$ cat config.mk
export PLATFORM = sky130hd
export DESIGN_NAME = cnn_obi_ctrl_regs_flat
export DESIGN_NICKNAME = d
export VERILOG_FILES = /design/src/rtl/cnn_obi_ctrl_regs_pkg.sv /design/src/rtl/cnn_obi_ctrl_regs_if.sv /design/src/rtl/cnn_obi_ctrl_regs.sv /design/src/flat_wrapper.sv
export SDC_FILE = /design/constraint.sdc
export NUM_CORES = 1
export LEC_CHECK = 0
export CORE_ASPECT_RATIO = 0.6
export CORE_UTILIZATION = 49
export CTS_CLUSTER_SIZE = 20
export DETAILED_ROUTE_END_ITERATION = 16
export PLACE_DENSITY = 0.91
export SLEW_MARGIN = 20
export SYNTH_ARGS = -nofsm -noshare
export SYNTH_HDL_FRONTEND = slang
export SYNTH_SLANG_ARGS = --single-unit
$ cat constraint.sdc
create_clock -name clk_i -period 3.03 [get_ports clk_i]
set_input_delay 0.4545 -clock clk_i [delete_from_list [all_inputs] [get_ports clk_i]]
set_output_delay 0.4545 -clock clk_i [all_outputs]
set_load 0.05 [all_outputs]
$ cat src/rtl/cnn_obi_ctrl_regs_pkg.sv
// cnn_pkg: register map, CTRL/STATUS bit positions, job FSM states and a byte-enable merge helper
package cnn_pkg;
  localparam logic [7:0] CNN_REG_CTRL     = 8'h00;
  localparam logic [7:0] CNN_REG_STATUS   = 8'h04;
  localparam logic [7:0] CNN_REG_IN_BASE  = 8'h08;
  localparam logic [7:0] CNN_REG_OUT_BASE = 8'h0C;
  localparam logic [7:0] CNN_REG_WGT_BASE = 8'h10;
  localparam logic [7:0] CNN_REG_LEN      = 8'h14;
  localparam logic [7:0] CNN_REG_CYCLES   = 8'h18;
  localparam logic [7:0] CNN_REG_RSVD     = 8'h1C;
  localparam int CNN_CTRL_START   = 0;
  localparam int CNN_CTRL_IRQ_EN  = 1;
  localparam int CNN_STATUS_BUSY  = 0;
  localparam int CNN_STATUS_DONE  = 1;
  typedef enum logic [1:0] {CNN_IDLE, CNN_RUN, CNN_DONE} cnn_ctrl_state_e;
  function automatic logic [31:0] cnn_be_merge(input logic [31:0] old_v, input logic [31:0] new_v,
                                               input logic [3:0] be);
    logic [31:0] m;
    for (int i = 0; i < 4; i++) m[8*i+:8] = be[i] ? new_v[8*i+:8] : old_v[8*i+:8];
    return m;
  endfunction
endpackage

$ cat src/rtl/cnn_obi_ctrl_regs_if.sv
// cnn_obi_ctrl_regs_if: OBI request/response bundle between host master and the control register block
interface cnn_obi_ctrl_regs_if #(
  parameter int AddrWidth = 32,
  parameter int DataWidth = 32
);
  logic                   req;
  logic                   gnt;
  logic [AddrWidth-1:0]   addr;
  logic                   we;
  logic [DataWidth/8-1:0] be;
  logic [DataWidth-1:0]   wdata;
  logic                   rvalid;
  logic [DataWidth-1:0]   rdata;
  logic                   err;
  modport master (output req, addr, we, be, wdata, input gnt, rvalid, rdata, err);
  modport slave  (input req, addr, we, be, wdata, output gnt, rvalid, rdata, err);
endinterface

$ cat src/rtl/cnn_obi_ctrl_regs.sv
// cnn_obi_ctrl_regs: OBI control/status registers for the CNN core (job FSM, start pulse, level irq);
// define CNN_PERF_CNT_EN to add the read-only RUN cycle counter at offset 0x18
module cnn_obi_ctrl_regs
  import cnn_pkg::*;
#(
  parameter int AddrWidth = 32,
  parameter int DataWidth = 32,
  parameter int RegAw     = 3
) (
  input  logic                  clk_i,
  input  logic                  rst_ni,
  cnn_obi_ctrl_regs_if.slave    obi,
  output logic                  start_o,
  input  logic                  core_done_i,
  output logic [DataWidth-1:0]  in_base_o,
  output logic [DataWidth-1:0]  out_base_o,
  output logic [DataWidth-1:0]  wgt_base_o,
  output logic [15:0]           len_o,
  output logic                  irq_o
);
  cnn_ctrl_state_e      r_state;
  logic                 r_irq_en;
  logic [DataWidth-1:0] r_in_base;
  logic [DataWidth-1:0] r_out_base;
  logic [DataWidth-1:0] r_wgt_base;
  logic [15:0]          r_len;
  logic                 r_rvalid;
  logic                 r_err;
  logic [DataWidth-1:0] r_rdata;
  logic                 r_start;
`ifdef CNN_PERF_CNT_EN
  logic [31:0]          r_cycles;
`endif
  logic [7:0]           w_off;
  logic                 w_run;
  logic                 w_done;
  logic                 w_start_wr;
  logic                 w_err;
  logic [DataWidth-1:0] w_rd;
  logic                 w_wr;
  logic                 w_go;
  logic                 w_clr;
  logic                 w_unused;
  assign w_off      = 8'({obi.addr[RegAw+1:2], 2'b00});
  assign w_run      = r_state == CNN_RUN;
  assign w_done     = r_state == CNN_DONE;
  assign w_start_wr = obi.be[0] & obi.wdata[CNN_CTRL_START];
  assign w_wr       = obi.req & obi.we & ~w_err;
  assign w_go       = w_wr & (w_off == CNN_REG_CTRL) & w_start_wr;
  assign w_clr      = w_wr & (w_off == CNN_REG_STATUS) & obi.be[0] & obi.wdata[CNN_STATUS_DONE];
  assign w_unused   = ^{obi.addr[AddrWidth-1:RegAw+2], obi.addr[1:0]};
  // Address decode: read mux and error classification for the current request
  always_comb begin
    w_err = 1'b0;
    w_rd  = '0;
    case (w_off)
      CNN_REG_CTRL: begin
        w_rd[CNN_CTRL_IRQ_EN] = r_irq_en;
        w_err = obi.we & w_run & w_start_wr;
      end
      CNN_REG_STATUS: begin
        w_rd[CNN_STATUS_BUSY] = w_run;
        w_rd[CNN_STATUS_DONE] = w_done;
      end
      CNN_REG_IN_BASE:  begin w_rd = r_in_base;  w_err = obi.we & w_run; end
      CNN_REG_OUT_BASE: begin w_rd = r_out_base; w_err = obi.we & w_run; end
      CNN_REG_WGT_BASE: begin w_rd = r_wgt_base; w_err = obi.we & w_run; end
      CNN_REG_LEN:      begin w_rd = DataWidth'(r_len); w_err = obi.we & w_run; end
`ifdef CNN_PERF_CNT_EN
      CNN_REG_CYCLES:   begin w_rd = r_cycles; w_err = obi.we; end
`endif
      default: w_err = 1'b1;
    endcase
  end
  // Response stage: every accepted request answers exactly one cycle later
  always_ff @(posedge clk_i or negedge rst_ni) begin
    if (!rst_ni) begin
      r_rvalid <= 1'b0;
      r_err    <= 1'b0;
      r_rdata  <= '0;
    end else begin
      r_rvalid <= obi.req;
      r_err    <= obi.req & w_err;
      r_rdata  <= (obi.req & ~obi.we & ~w_err) ? w_rd : '0;
    end
  end
  // Configuration registers with per-byte write enables
  always_ff @(posedge clk_i or negedge rst_ni) begin
    if (!rst_ni) begin
      r_irq_en   <= 1'b0;
      r_in_base  <= '0;
      r_out_base <= '0;
      r_wgt_base <= '0;
      r_len      <= '0;
    end else begin
      if (w_wr && w_off == CNN_REG_CTRL && obi.be[0]) r_irq_en <= obi.wdata[CNN_CTRL_IRQ_EN];
      if (w_wr && w_off == CNN_REG_IN_BASE)  r_in_base  <= cnn_be_merge(r_in_base, obi.wdata, obi.be);
      if (w_wr && w_off == CNN_REG_OUT_BASE) r_out_base <= cnn_be_merge(r_out_base, obi.wdata, obi.be);
      if (w_wr && w_off == CNN_REG_WGT_BASE) r_wgt_base <= cnn_be_merge(r_wgt_base, obi.wdata, obi.be);
      if (w_wr && w_off == CNN_REG_LEN)
        r_len <= {obi.be[1] ? obi.wdata[15:8] : r_len[15:8], obi.be[0] ? obi.wdata[7:0] : r_len[7:0]};
    end
  end
  // Job FSM; a completion in RUN beats a simultaneous W1C, and done is simply the DONE state
  always_ff @(posedge clk_i or negedge rst_ni) begin
    if (!rst_ni) begin
      r_state <= CNN_IDLE;
      r_start <= 1'b0;
    end else begin
      r_start <= w_go;
      r_state <= w_go ? CNN_RUN : (w_run & core_done_i) ? CNN_DONE : (w_done & w_clr) ? CNN_IDLE : r_state;
    end
  end
`ifdef CNN_PERF_CNT_EN
  // Saturating count of cycles spent in RUN, restarted on each job launch
  always_ff @(posedge clk_i or negedge rst_ni) begin
    if (!rst_ni) r_cycles <= '0;
    else if (w_go) r_cycles <= '0;
    else if (w_run && r_cycles != '1) r_cycles <= r_cycles + 32'd1;
  end
`endif
  assign obi.gnt    = 1'b1;
  assign obi.rvalid = r_rvalid;
  assign obi.err    = r_err;
  assign obi.rdata  = r_rdata;
  assign start_o    = r_start;
  assign in_base_o  = r_in_base;
  assign out_base_o = r_out_base;
  assign wgt_base_o = r_wgt_base;
  assign len_o      = r_len;
  assign irq_o      = w_done & r_irq_en;
endmodule

$ cat src/flat_wrapper.sv
// flat-port wrapper written by rule: the top's interface ports become plain ports
module cnn_obi_ctrl_regs_flat import cnn_pkg::*;
#(
  parameter int AddrWidth = 32,
  parameter int DataWidth = 32,
  parameter int RegAw     = 3
)
  (clk_i, rst_ni, start_o, core_done_i, in_base_o, out_base_o, wgt_base_o, len_o, irq_o, obi_req, obi_addr, obi_we, obi_be, obi_wdata, obi_gnt, obi_rvalid, obi_rdata, obi_err);
  cnn_obi_ctrl_regs_if #(.AddrWidth(AddrWidth), .DataWidth(DataWidth)) obi_i ();
  input  logic clk_i;
  input  logic rst_ni;
  output logic start_o;
  input  logic core_done_i;
  output logic [DataWidth-1:0] in_base_o;
  output logic [DataWidth-1:0] out_base_o;
  output logic [DataWidth-1:0] wgt_base_o;
  output logic [15:0] len_o;
  output logic irq_o;
  input wire logic [$bits(obi_i.req)-1:0] obi_req;
  input wire logic [$bits(obi_i.addr)-1:0] obi_addr;
  input wire logic [$bits(obi_i.we)-1:0] obi_we;
  input wire logic [$bits(obi_i.be)-1:0] obi_be;
  input wire logic [$bits(obi_i.wdata)-1:0] obi_wdata;
  output wire logic [$bits(obi_i.gnt)-1:0] obi_gnt;
  output wire logic [$bits(obi_i.rvalid)-1:0] obi_rvalid;
  output wire logic [$bits(obi_i.rdata)-1:0] obi_rdata;
  output wire logic [$bits(obi_i.err)-1:0] obi_err;
  assign obi_i.req = obi_req;
  assign obi_i.addr = obi_addr;
  assign obi_i.we = obi_we;
  assign obi_i.be = obi_be;
  assign obi_i.wdata = obi_wdata;
  assign obi_gnt = obi_i.gnt;
  assign obi_rvalid = obi_i.rvalid;
  assign obi_rdata = obi_i.rdata;
  assign obi_err = obi_i.err;
  cnn_obi_ctrl_regs #(.AddrWidth(AddrWidth), .DataWidth(DataWidth), .RegAw(RegAw)) u_core (.clk_i(clk_i), .rst_ni(rst_ni), .obi(obi_i), .start_o(start_o), .core_done_i(core_done_i), .in_base_o(in_base_o), .out_base_o(out_base_o), .wgt_base_o(wgt_base_o), .len_o(len_o), .irq_o(irq_o));
endmodule
==> results.yml <==
synthesis:
  synth_cell_types: 45
  syn_nets: 541
  yosysTopAreaCell: "dfrtp_1"
  netlist_area_mm2: 0.006555
  avgSynthCellArea_um2: 14.01
  synthCells: 468
  yosysWarnings: 0
  synth_async_sr_flop_share: 1.000
  synth_common_cells: "dfrtp_1, mux2_2, nor2_1"
  synth.most_common_cell: "dfrtp_1"
  synth-edff-count: 0
  yosys.area.top_type_share: 0.5726
  ys_top_cells_by_area: "dfrtp_1, mux2_2, mux2_4, mux2i_1, nor2_1"
  ys_ff_latch: 150
  synth_flop_cell: "dfrtp_1"
  seq_area_frac_synth: 0.5726
place:
  numPortBuffers: 191
  gp_congestion: 0.8414
  dp_worst_setup_slack_ps: 305.1
  dp_hpwl_um: 12650
floorplanning:
  dieArea_mm2: 0.01386
  initial_core_util: 0.5069
  core_mm2: 0.01293
  io_pins: 222
  die_w_um: 151.3
  fp.dieH_um: 91.59
  rows: 32
sta:
  fin_ws_ps: 512.3
  worst_clock_skew_ps: 7.920
  max_slew_margin: 0.2301
  rsz0062_at_grt: "false"
  hold_viol: 0
  fin_crit_ps: 2518
  fmax_ghz: 0.3972
  setup_viol: 0
  tns_ps: 0
  tightest_slew_ps: 1152
  slew_viol_final: 0
  finalCritPeriodShare: 0.8309
clocking:
  ctsResizeCount: 0
  htree_levels: 4
  clockRootBuffer: "clkbuf_16"
  cts_buffer_depth: 2
  cts_made_buffers: 17
  cts.sinks: 150
  insertion_delay_ps: 410
  cts_tree: "yes"
  clk_pin_slew_ps: 60
route:
  wl_per_cell_um: 20.71
  drt-total-wl_um: 17750
  drt_iter0_markers: 276
  ant_nets: 0
  vias: 4825
  route.detailed.drc: 0
  dr.pass1.iters: 6
  drt-vias-per-instance: 5.630
global_route:
  grt_pass1_wl_um: 27890
  grt_pass1_vias: 5172
  grt_usage: 0.2667
  grt_overflow: 0
  antenna_found_initial: 0
  grt_max_degree: 65
worst_setup_path:
  critPathRequiredTime_ps: 2580
  critPathMaxFanout: 5
  critPathCaptureType: "output port"
  setup.worst_path.class: "flip-flop to output port"
  rr_worst_depth: 5
  cp-start-kind: "flip-flop"
  critical_path_arrival_ps: 2060
pwr:
  peakVddDrop_uv: 436.2
  p_leak_nw: 4.024
  p_per_area_mw_per_mm2: 762.6
layout:
  nFillCells: 886
  fin_util: 0.7202
  layout-drive-gt1-share: 0.2664
  antenna_cells: 0
  final_nets: 747
  areaGrowthSynthToFinish_pct: 42.09
min_path:
  hold_class: "flip-flop to flip-flop"
  hold-path-cell-count: 1
job:
  cap_viol_max_count: 0
run_status:
  status: "finished, final reports clean"
repair_timing:
action                    in CTS  in global routing
hold buffers                   1                  0
hold endpoints to repair      19                  0
buffers inserted               0                  0
worst max-delay path: stages, from the launching register on:
cell             delay, ps
dfrtp_1                430
nor2b_1                230
and2_1                 170
clkdlybuf4s50_1        830
cells by family (layout without fill, tap and decap cells):
family,after synthesis,after routing,synth area share
flip-flops,150,150,0.5726
multiplexers,132,132,0.2481
other,1,1,0.0005721
AND/OR/NAND/NOR,97,97,0.08781
AO/OA/AOI/OAI,63,63,0.06852
buffers and inverters,25,244,0.02233
routing by layer:
layer / share of wire / global-route usage / up-vias
met5: 0 / 0 / -
met4: 0.014 / 0.07250 / 0
met3: 0.081 / 0.06884 / 21
met2: 0.47 / 0.4167 / 236
met1: 0.43 / 0.3673 / 2449
li1: - / - / 2119
through the flow:
| step | hold slack [ps] | area (um2) | std cells | total power [mW] |
|---|---|---|---|---|
| after floorplan | 158.9 | 6555 | 468 | 4.111 |
| after global routing | 549.3 | 9314 | 857 | 7.351 |
| after global placement | 417.8 | 8715 | 824 | 4.954 |
| final | 510.1 | 9314 | 857 | 7.103 |
| after detailed placement | 423.2 | 8715 | 824 | 5.026 |
| after CTS | 519.8 | 9314 | 857 | 7.134 |
layout make-up:
type | instances | area [um2] | share of cell area
clock inverters | 12 | 142.6 | 0.01531
clock buffers | 20 | 446.7 | 0.04796
well taps | 170 | 212.7 | 0.02284
flip-flops and latches | 150 | 3754 | 0.4030
multi-input cells | 293 | 2673 | 0.2869
repair buffers | 210 | 2078 | 0.2231
inverters | 2 | 7.507 | 0.0008060
power breakdown:
part	internal, mW	switching [mW]	total, mW
Sequential	2.31	0.279	2.59
Clock	1.25	0.853	2.10
Combinational	0.911	1.50	2.41
Total	4.47	2.63	7.10
flip-flops by register name (all words and copies together) (netlist names):
register / cells
u_core.len_o: 16
u_core.in_base_o: 32
u_core.start_o: 1
u_core.out_base_o: 32
u_core.obi.rdata: 32
u_core.wgt_base_o: 32
u_core.r_irq_en: 1
u_core.r_state: 2
u_core.obi.err: 1
u_core.obi.rvalid: 1
layout by cell type (no fill, tap or decap), types with 6 or more instances in the layout:
cell             count
a21oi_1             19
a222oi_1             8
a22o_1               9
a22oi_1             13
buf_4               16
clkbuf_16           17
clkdlybuf4s50_1    189
dfrtp_1            150
mux2_2              73
mux2_4              40
mux2i_1             17
nand2_1              6
nand3_1             11
nor2_1              41
nor2_2               9
nor2b_1              6
path summary, 6_finish.rpt:
kind,startpoint,end,slack [ps]
worst max-delay path,u_core.r_state[0],irq_o,510
worst min-delay path,u_core.r_irq_en,u_core.r_irq_en,510
worst max register to register,u_core.r_state[0],u_core.in_base_o[5],1160
worst min register to register,u_core.r_irq_en,u_core.r_irq_en,510
max in group asynchronous,rst_ni,u_core.wgt_base_o[5],1610
min in group asynchronous,rst_ni,u_core.in_base_o[13],540
No activity file was read; power rests on OpenSTA's default activity.
